### src/rtl/clk_div_pkg.sv
// clk_div_pkg: shared constants and helpers for the programmable clock divider.
package clk_div_pkg;
  localparam int DEF_WIDTH = 26;
  localparam int DEF_DIV = 24;
  localparam logic MODE_TOGGLE = 1'b0;
  localparam logic MODE_PULSE = 1'b1;
  function automatic int ch_bits(input int n);
    return (n > 1) ? $clog2(n) : 1;
  endfunction
endpackage

### src/rtl/clk_div_channel.sv
// clk_div_channel: one divider channel with shadowed divisor applied at count restart.
module clk_div_channel
  import clk_div_pkg::*;
#(
  parameter int WIDTH = DEF_WIDTH,
  parameter int DEFAULT_DIV = DEF_DIV
) (
  input  logic             clk_in,
  input  logic             rst,
  input  logic             en_i,
  input  logic             mode_i,
  input  logic             sync_i,
  input  logic             wr_i,
  input  logic [WIDTH-1:0] wdata_i,
  output logic             clk_out_o,
  output logic             tick_o,
  output logic             pending_o
);
  logic [WIDTH-1:0] count_q, count_d, div_q, div_d, shadow_q, shadow_d;
  logic tgl_q, tgl_d, tick_q, tick_d, pending_q, pending_d;
  logic term, apply, wr;
  // The shadow divisor only lands when count restarts, so count never exceeds div.
  always_comb begin
    term = en_i && (count_q == div_q);
    apply = pending_q && (sync_i || !en_i || term);
    wr = wr_i && !pending_q;
    count_d = (sync_i || apply || term) ? '0 : count_q + WIDTH'(en_i);
    tgl_d = sync_i ? 1'b0 : tgl_q ^ term;
    tick_d = !sync_i && term;
    div_d = apply ? shadow_q : div_q;
    shadow_d = wr ? wdata_i : shadow_q;
    pending_d = wr || (pending_q && !apply);
  end
  always_ff @(posedge clk_in) begin
    if (rst) begin
      count_q <= '0;
      div_q <= WIDTH'(DEFAULT_DIV);
      shadow_q <= WIDTH'(DEFAULT_DIV);
      tgl_q <= 1'b0;
      tick_q <= 1'b0;
      pending_q <= 1'b0;
    end else begin
      count_q <= count_d;
      div_q <= div_d;
      shadow_q <= shadow_d;
      tgl_q <= tgl_d;
      tick_q <= tick_d;
      pending_q <= pending_d;
    end
  end
  assign clk_out_o = (mode_i == MODE_TOGGLE) ? tgl_q : tick_q;
  assign tick_o = tick_q;
  assign pending_o = pending_q;
endmodule

### src/rtl/prog_clk_divider.sv
// prog_clk_divider: NCH independent programmable clock dividers with a shared config port.
module prog_clk_divider
  import clk_div_pkg::*;
#(
  parameter int WIDTH = DEF_WIDTH,
  parameter int NCH = 2,
  parameter int DEFAULT_DIV = DEF_DIV
) (
  input  logic                      clk_in,
  input  logic                      rst,
  input  logic [NCH-1:0]            en,
  input  logic [NCH-1:0]            mode,
  input  logic                      sync,
  input  logic                      cfg_valid,
  output logic                      cfg_ready,
  input  logic [ch_bits(NCH)-1:0]   cfg_ch,
  input  logic [WIDTH-1:0]          cfg_div,
  output logic [NCH-1:0]            clk_out,
  output logic [NCH-1:0]            tick,
  output logic [NCH-1:0]            pending
);
  localparam int CW = ch_bits(NCH);
  localparam int PW = 1 << CW;
  logic [PW-1:0] pend_x;
  // Unused channel codes read as not-pending, so they look ready and the write falls on no channel.
  assign pend_x = PW'(pending);
  assign cfg_ready = ~pend_x[cfg_ch];
  for (genvar i = 0; i < NCH; i++) begin : g_ch
    clk_div_channel #(.WIDTH(WIDTH), .DEFAULT_DIV(DEFAULT_DIV)) u_ch (
      .clk_in   (clk_in),
      .rst      (rst),
      .en_i     (en[i]),
      .mode_i   (mode[i]),
      .sync_i   (sync),
      .wr_i     (cfg_valid && cfg_ready && (cfg_ch == CW'(i))),
      .wdata_i  (cfg_div),
      .clk_out_o(clk_out[i]),
      .tick_o   (tick[i]),
      .pending_o(pending[i])
    );
  end
endmodule

### config.mk
export PLATFORM = sky130hd
export DESIGN_NAME = prog_clk_divider
export DESIGN_NICKNAME = d
export VERILOG_FILES = /design/src/rtl/clk_div_pkg.sv /design/src/rtl/clk_div_channel.sv /design/src/rtl/prog_clk_divider.sv
export SDC_FILE = /design/constraint.sdc
export NUM_CORES = 1
export LEC_CHECK = 0
export ABC_AREA = 1
export CORE_UTILIZATION = 45
export DETAILED_ROUTE_END_ITERATION = 10
export GPL_TIMING_DRIVEN = 0
export HOLD_SLACK_MARGIN = 0.12
export PLACE_DENSITY = 0.68
export SLEW_MARGIN = 20
export SYNTH_ARGS = -nofsm -noshare
export SYNTH_HDL_FRONTEND = slang
export SYNTH_SLANG_ARGS = --single-unit
### constraint.sdc
create_clock -name clk_in -period 4.8 [get_ports clk_in]
set_input_delay 0.48 -clock clk_in [delete_from_list [all_inputs] [get_ports clk_in]]
set_output_delay 0.48 -clock clk_in [all_outputs]
set_load 0.01 [all_outputs]
==> results of run 1 <==
[Yosys cell counts (all sizes together)]
cell type,instances
inv,203
nor2,168
o21bai,2
nor3,16
clkbuf,25
xor2,42
dfxtp,162
a21oi,101
nand3,86
o21ai,53
ha,4
nor4,2
nand2,279
nand4,12
xnor2,2
mux2,2
buf,29
[power breakdown]
part / internal [W] / switching, W
Sequential: 0.00140 / 0.0000301
Clock: 0.000730 / 0.000599
Combinational: 0.000114 / 0.000178
Total: 0.00224 / 0.000807
[registers in the layout (all words and copies together), names as in the netlist]
signal,count
g_ch.u_ch.count_q,52
g_ch.u_ch.div_q,52
g_ch.u_ch.pending_o,2
g_ch.u_ch.shadow_q,52
g_ch.u_ch.tgl_q,2
g_ch.u_ch.tick_o,2
[stage by stage]
| stage | setup WS (ps) | total power [W] | instance area [um^2] |
|---|---|---|---|
| 6_report | 2050 | 0.00305 | 9250 |
| 5_1_grt | 1920 | 0.00317 | 9250 |
| 4_1_cts | 2020 | 0.00307 | 9250 |
| 3_5_place_dp | 2180 | 0.00175 | 8670 |
| 3_3_place_gp | 2200 | 0.00174 | 8670 |
| 2_1_floorplan | 2960 | 0.00165 | 7980 |
[critical path, cell delays in order, from the launching register on]
cell and delay (ps):
dfxtp_1 340, clkbuf_1 440, buf_1 370, o21ai_0 180, clkdlybuf4s50_1 510
[layout make-up]
class,instances,area [um^2]
Buffer,54,277
Clock buffer,18,429
Clock inverter,14,146
Fill cell,1726,8050
Inverter,203,762
Multi-Input combinational cell,769,3700
Sequential cell,162,3240
Tap cell,225,282
Timing Repair Buffer,41,410
[metal layers]
metal	track usage	up-vias	part of all wire
met5	0	-	0
met4	0.0593	0	0.012
li1	-	3770	-
met2	0.385	133	0.46
met1	0.300	3192	0.49
met3	0.0445	17	0.038
[path summary, 6_finish.rpt]
kind / start / to / slack [ps] / cells past startpoint
setup / recovery: g_ch[0].u_ch.pending_o / cfg_ready / 2050 / 4
hold reg to reg: g_ch[0].u_ch.shadow_q[23] / g_ch[0].u_ch.shadow_q[23] / 460 / 2
setup reg to reg: g_ch[0].u_ch.pending_o / g_ch[0].u_ch.shadow_q[24] / 2730 / 6
hold / removal: g_ch[0].u_ch.shadow_q[23] / g_ch[0].u_ch.shadow_q[23] / 460 / 2
[cells by family (layout without fill, tap and decap cells)]
| group | count (synthesis) | in the layout | synth area share |
|---|---|---|---|
| AO/OA/AOI/OAI | 156 | 156 | 0.101 |
| XOR/XNOR | 44 | 44 | 0.0483 |
| adder cells (fa/ha/maj) | 4 | 4 | 0.00627 |
| buffers and inverters | 257 | 330 | 0.130 |
| flip-flops | 162 | 162 | 0.406 |
| multiplexers | 2 | 2 | 0.00282 |
| AND/OR/NAND/NOR | 563 | 563 | 0.305 |
==> metrics.cfg, run 1 <==
[synthesis]
seq_area_frac_synth = 0.406
synth_warnings = 0
syn-cell-area_mm2 = 0.00798
yosysTopAreaCellShare = 0.406
synth_top_cell_by_area = dfxtp_1
synthesis.nets = 1227
synth_area_leaders = dfxtp_1, nand2_1, inv_1
synth_cell_type_count = 28
synth_cells = 1188
ys_ff_latch = 162
avgSynthCellArea_um2 = 6.72

[layout]
nets = 1287
final_util = 0.535
layoutNonFillerInstCount = 1486
final_common_cell = nand2_1
area_growth_pct = 15.9
final_cell_mix = nand2_1, inv_1, dfxtp_1, nor2_1, a21oi_1
antenna_cells = 0
layout-drive-gt1-share = 0.0880

[status]
status = finished, final reports clean

[placed_design]
dp.cells = 1454
port_buffers = 41
place.gp.congestion = 0.905
post-dp-hpwl_mm = 15.4

[clocking]
cts_hold_buf = 0
cts_tree = built
cts_max_path_buffers = 2
cts_inserted_buffers = 17
cts_resized = 0
clk_pin_slew_ps = 70
htreeDepth = 4
cts_setup_buffers = 0
clock_latency_ps = 430
cts_root_buf = clkbuf_16
clock_sinks = 162

[critical_path]
criticalPathCategory = reg -> out
end_kind = output port
cp_max_fo = 10
cp-start-kind = register
arrival_ps = 2270
crit_required_ps = 4320

[detailed_routing]
drtIter0Drc = 355
drc = 0
routed_wl_mm = 19.6
postRouteAntennaNets = 0
firstDrtPassIters = 5
via_per_inst = 4.79
routedWlPerCell_um = 13.2
vias = 7112

[timing]
final-setup-viol-count = 0
setup-tns-final_ps = 0
report.final.slew_viol_count = 0
fin_skew_ps = 11.3
finalHoldViolCount = 0
min_period_over_period = 0.572
period_needed_ps = 2750
slew_headroom = 0.624
worstMarginPinSlew_ps = 564
whs_ps = 458
fmax_mhz = 364
rsz0062_at_grt = no

[global_route]
gr-total-overflow = 0
grt_max_degree = 17
grt.total_usage = 0.229
grt_antenna_before_repair = 0
grt_pass1_wl_mm = 32.4
grt_pass1_vias = 6796

[floorplan]
start_util = 0.461
die_w_um = 135
rows = 48
ios = 42
die_height_um = 135
dieArea_mm2 = 0.0183
coreArea_mm2 = 0.0173

[pwr]
power_density_mw_per_mm2 = 330
p_leak_nw = 3.71
ir_drop_mv = 0.297

[flow_run]
maxCapViolCount = 0

[worst_hold_path]
hp-class = reg -> reg

(Power assumes the default switching activity.)
==> inputs of run 2 (changes only) <==
--- a/config.mk
+++ b/config.mk
@@ -10,7 +10,7 @@
 export DETAILED_ROUTE_END_ITERATION = 10
 export GPL_TIMING_DRIVEN = 0
 export HOLD_SLACK_MARGIN = 0.12
-export PLACE_DENSITY = 0.68
+export PLACE_DENSITY = 0.7
 export SLEW_MARGIN = 20
 export SYNTH_ARGS = -nofsm -noshare
 export SYNTH_HDL_FRONTEND = slang
==> constraint.sdc (replaced) <==
create_clock -name clk_in -period 2.3 [get_ports clk_in]
set_input_delay 0.23 -clock clk_in [delete_from_list [all_inputs] [get_ports clk_in]]
set_output_delay 0.23 -clock clk_in [all_outputs]
set_load 0.01 [all_outputs]
==> run 2 against run 1 <==
Effect of this change:
- largest cell class unchanged
- die area is the same
- non-clock buffer count shrank 1
- register-to-register slack got worse by 2500 ps
==> metrics.cfg, run 2 (synthesis gave the netlist of run 1 again) <==
[status]
status = finished, final reports clean

[critical_path]
cp_num_cells = 3  ; -1
cp_max_fo = 18  ; +8
r2r-end = g_ch[1].u_ch.count_q[9]
end_kind = output port
slowest_delay_ps = 600  ; +90 ps
reg2reg_depth = 12  ; +6
criticalPathCategory = reg -> out
crit_required_ps = 2070  ; -2250 ps
cp-start-kind = register
crit_end = cfg_ready
cp_top_family = buffers and inverters
arrival_ps = 1920  ; -350 ps
worstSetupStartpoint = g_ch[0].u_ch.pending_o
cp_slowest_cell = clkdlybuf4s50_1
r2r_slack_ps = 270  ; -2460 ps
r2r-start = g_ch[1].u_ch.count_q[17]
crit_chain = clkbuf_2 > o21ai_0 > clkdlybuf4s50_1
path_buf_inv = 2  ; -1

[clocking]
htreeDepth = 4  ; unchanged
cts_root_buf = clkbuf_16
cts_hold_buf = 0  ; unchanged
cts_max_path_buffers = 2  ; unchanged
clock_sinks = 162  ; unchanged
cts_tree = built
clk_pin_slew_ps = 70  ; about the same
cts_inserted_buffers = 17  ; unchanged
clock_latency_ps = 430  ; about the same
cts_setup_buffers = 0  ; unchanged

[detailed_routing]
drc = 0  ; unchanged
routed_wl_mm = 19.7  ; +0.36%
via_per_inst = 4.81  ; +0.52%
drtIter0Drc = 478  ; +35%
routedWlPerCell_um = 13.2  ; +0.43%
vias = 7144  ; +0.45%
firstDrtPassIters = 5  ; unchanged
postRouteAntennaNets = 0  ; unchanged

[floorplan]
coreArea_mm2 = 0.0173  ; unchanged
ios = 42  ; unchanged
rows = 48  ; unchanged
die_height_um = 135  ; unchanged
start_util = 0.461  ; unchanged
dieArea_mm2 = 0.0183  ; unchanged
die_w_um = 135  ; unchanged

[timing]
fin_skew_ps = 10.1  ; -1.19 ps
setup_slack_ps = 149  ; -1900 ps
finalHoldViolCount = 0  ; unchanged
final-setup-viol-count = 0  ; unchanged
period_needed_ps = 2150
worstMarginPinSlew_ps = 507  ; -57.3 ps
whs_ps = 455  ; -3.86 ps
rsz0062_at_grt = no
fmax_mhz = 465
setup-tns-final_ps = 0  ; unchanged
min_period_over_period = 0.935
slew_headroom = 0.662  ; +0.0382
report.final.slew_viol_count = 0  ; unchanged

[global_route]
grt_max_degree = 19  ; +2
grt_pass1_vias = 6554  ; -3.6%
grt.total_usage = 0.229  ; +0.000342
grt_antenna_before_repair = 0  ; unchanged
grt_pass1_wl_mm = 32.5  ; +0.25%
gr-total-overflow = 0  ; unchanged

[placed_design]
dp.cells = 1454  ; unchanged
port_buffers = 41  ; unchanged
place.gp.congestion = 0.922  ; +1.9%
detailed_place.area_mm2 = 0.00867  ; unchanged
post-dp-hpwl_mm = 15.5  ; +0.80%
post-place-ws_ps = -193  ; -2370 ps

[layout]
multi_input_area_mm2 = 0.00370  ; +0.14%
area_growth_pct = 16.2
post-route-cell-area_mm2 = 0.00927  ; +0.28%
final_common_cell = nand2_1
layout-drive-gt1-share = 0.0905  ; +0.00245
layoutNonFillerInstCount = 1485  ; -0.067%
nets = 1286  ; -0.078%
reg_top3 = g_ch.u_ch.count_q: 52 flops, g_ch.u_ch.div_q: 52 flops, g_ch.u_ch.shadow_q: 52 flops
antenna_cells = 0  ; unchanged
nFillCells = 1727  ; +0.058%
final_cell_mix = nand2_1, inv_1, dfxtp_1, nor2_1, a21oi_1
regArea_mm2 = 0.00324  ; unchanged

[flow_run]
maxCapViolCount = 0  ; unchanged

[pwr]
p_switching_w = 0.00175  ; +120%
p_leak_nw = 3.72  ; +0.26%
clkPwrFrac = 0.444  ; +0.008
power.internal_w = 0.00470  ; +110%
power_density_mw_per_mm2 = 696  ; +110%
ir_drop_mv = 0.499  ; +68%
pwr-share-seq = 0.462  ; -0.007
switching_share = 0.271  ; +0.00664
combPwrFrac = 0.094  ; -0.002

[worst_hold_path]
hp-class = reg -> reg

## run 2: area by class of cell
| class | count | share of cell area |
|---|---|---|
| Multi-Input combinational cell | 769 | 0.399 |
| Sequential cell | 162 | 0.350 |
| Inverter | 203 | 0.0822 |
| Clock buffer | 17 | 0.0459 |
| Timing Repair Buffer | 41 | 0.0443 |
| Tap cell | 225 | 0.0304 |
| Buffer | 53 | 0.0297 |
| Clock inverter | 15 | 0.0186 |
## run 2: timing repair
action	4_1_cts	5_1_grt
resized for setup	1	3
pin swaps	0	0
setup endpoints to repair	1	2
endpoints found under the hold margin	0	0
## run 2: metal layers
| layer | track usage | vias to the layer above | wire length (um) |
|---|---|---|---|
| met3 | 0.0397 | 26 | 811 |
| met4 | 0.0730 | 0 | 363 |
| li1 | - | 3776 | - |
| met5 | 0 | - | 0 |
| met1 | 0.318 | 3188 | 9810 |
| met2 | 0.361 | 154 | 8670 |
## run 2: power by group through the flow
stage | clock network [W] | registers [W] | logic, W
floorplan | 0 | 0.00302 | 0.000412
global placement | 0 | 0.00304 | 0.000598
detailed placement | 0 | 0.00304 | 0.000608
CTS | 0.00289 | 0.00298 | 0.000610
finish | 0.00286 | 0.00298 | 0.000610
global route | 0.00303 | 0.00299 | 0.000693
## run 2: worst reg2reg max path: cells and delay by family, from the launching register on
family | cells | cell delay (ps)
buffers and inverters | 2 | 240
flip-flops | 1 | 460
AND/OR/NAND/NOR | 10 | 1230
## run 2: per-stage QoR
step | power (W) | util
after floorplan | 0.00343 | -
after global placement | 0.00364 | 0.501
after detailed placement | 0.00365 | 0.501
after CTS | 0.00648 | 0.536
after global routing | 0.00671 | 0.536
final | 0.00645 | 0.536
## run 2: worst min path at each step
| stage | slack (ps) | to | start | cells past startpoint |
|---|---|---|---|---|
| floorplan | 300 | g_ch[0].u_ch.pending_o | rst | 1 |
| global placement | 440 | g_ch[0].u_ch.shadow_q[0] | g_ch[0].u_ch.shadow_q[0] | 2 |
| detailed placement | 450 | g_ch[0].u_ch.shadow_q[23] | g_ch[0].u_ch.shadow_q[23] | 2 |
| CTS | 460 | g_ch[0].u_ch.shadow_q[22] | g_ch[0].u_ch.shadow_q[22] | 2 |
| global route | 470 | g_ch[1].u_ch.shadow_q[2] | g_ch[1].u_ch.shadow_q[2] | 2 |
| finish | 450 | g_ch[0].u_ch.shadow_q[17] | g_ch[0].u_ch.shadow_q[17] | 2 |
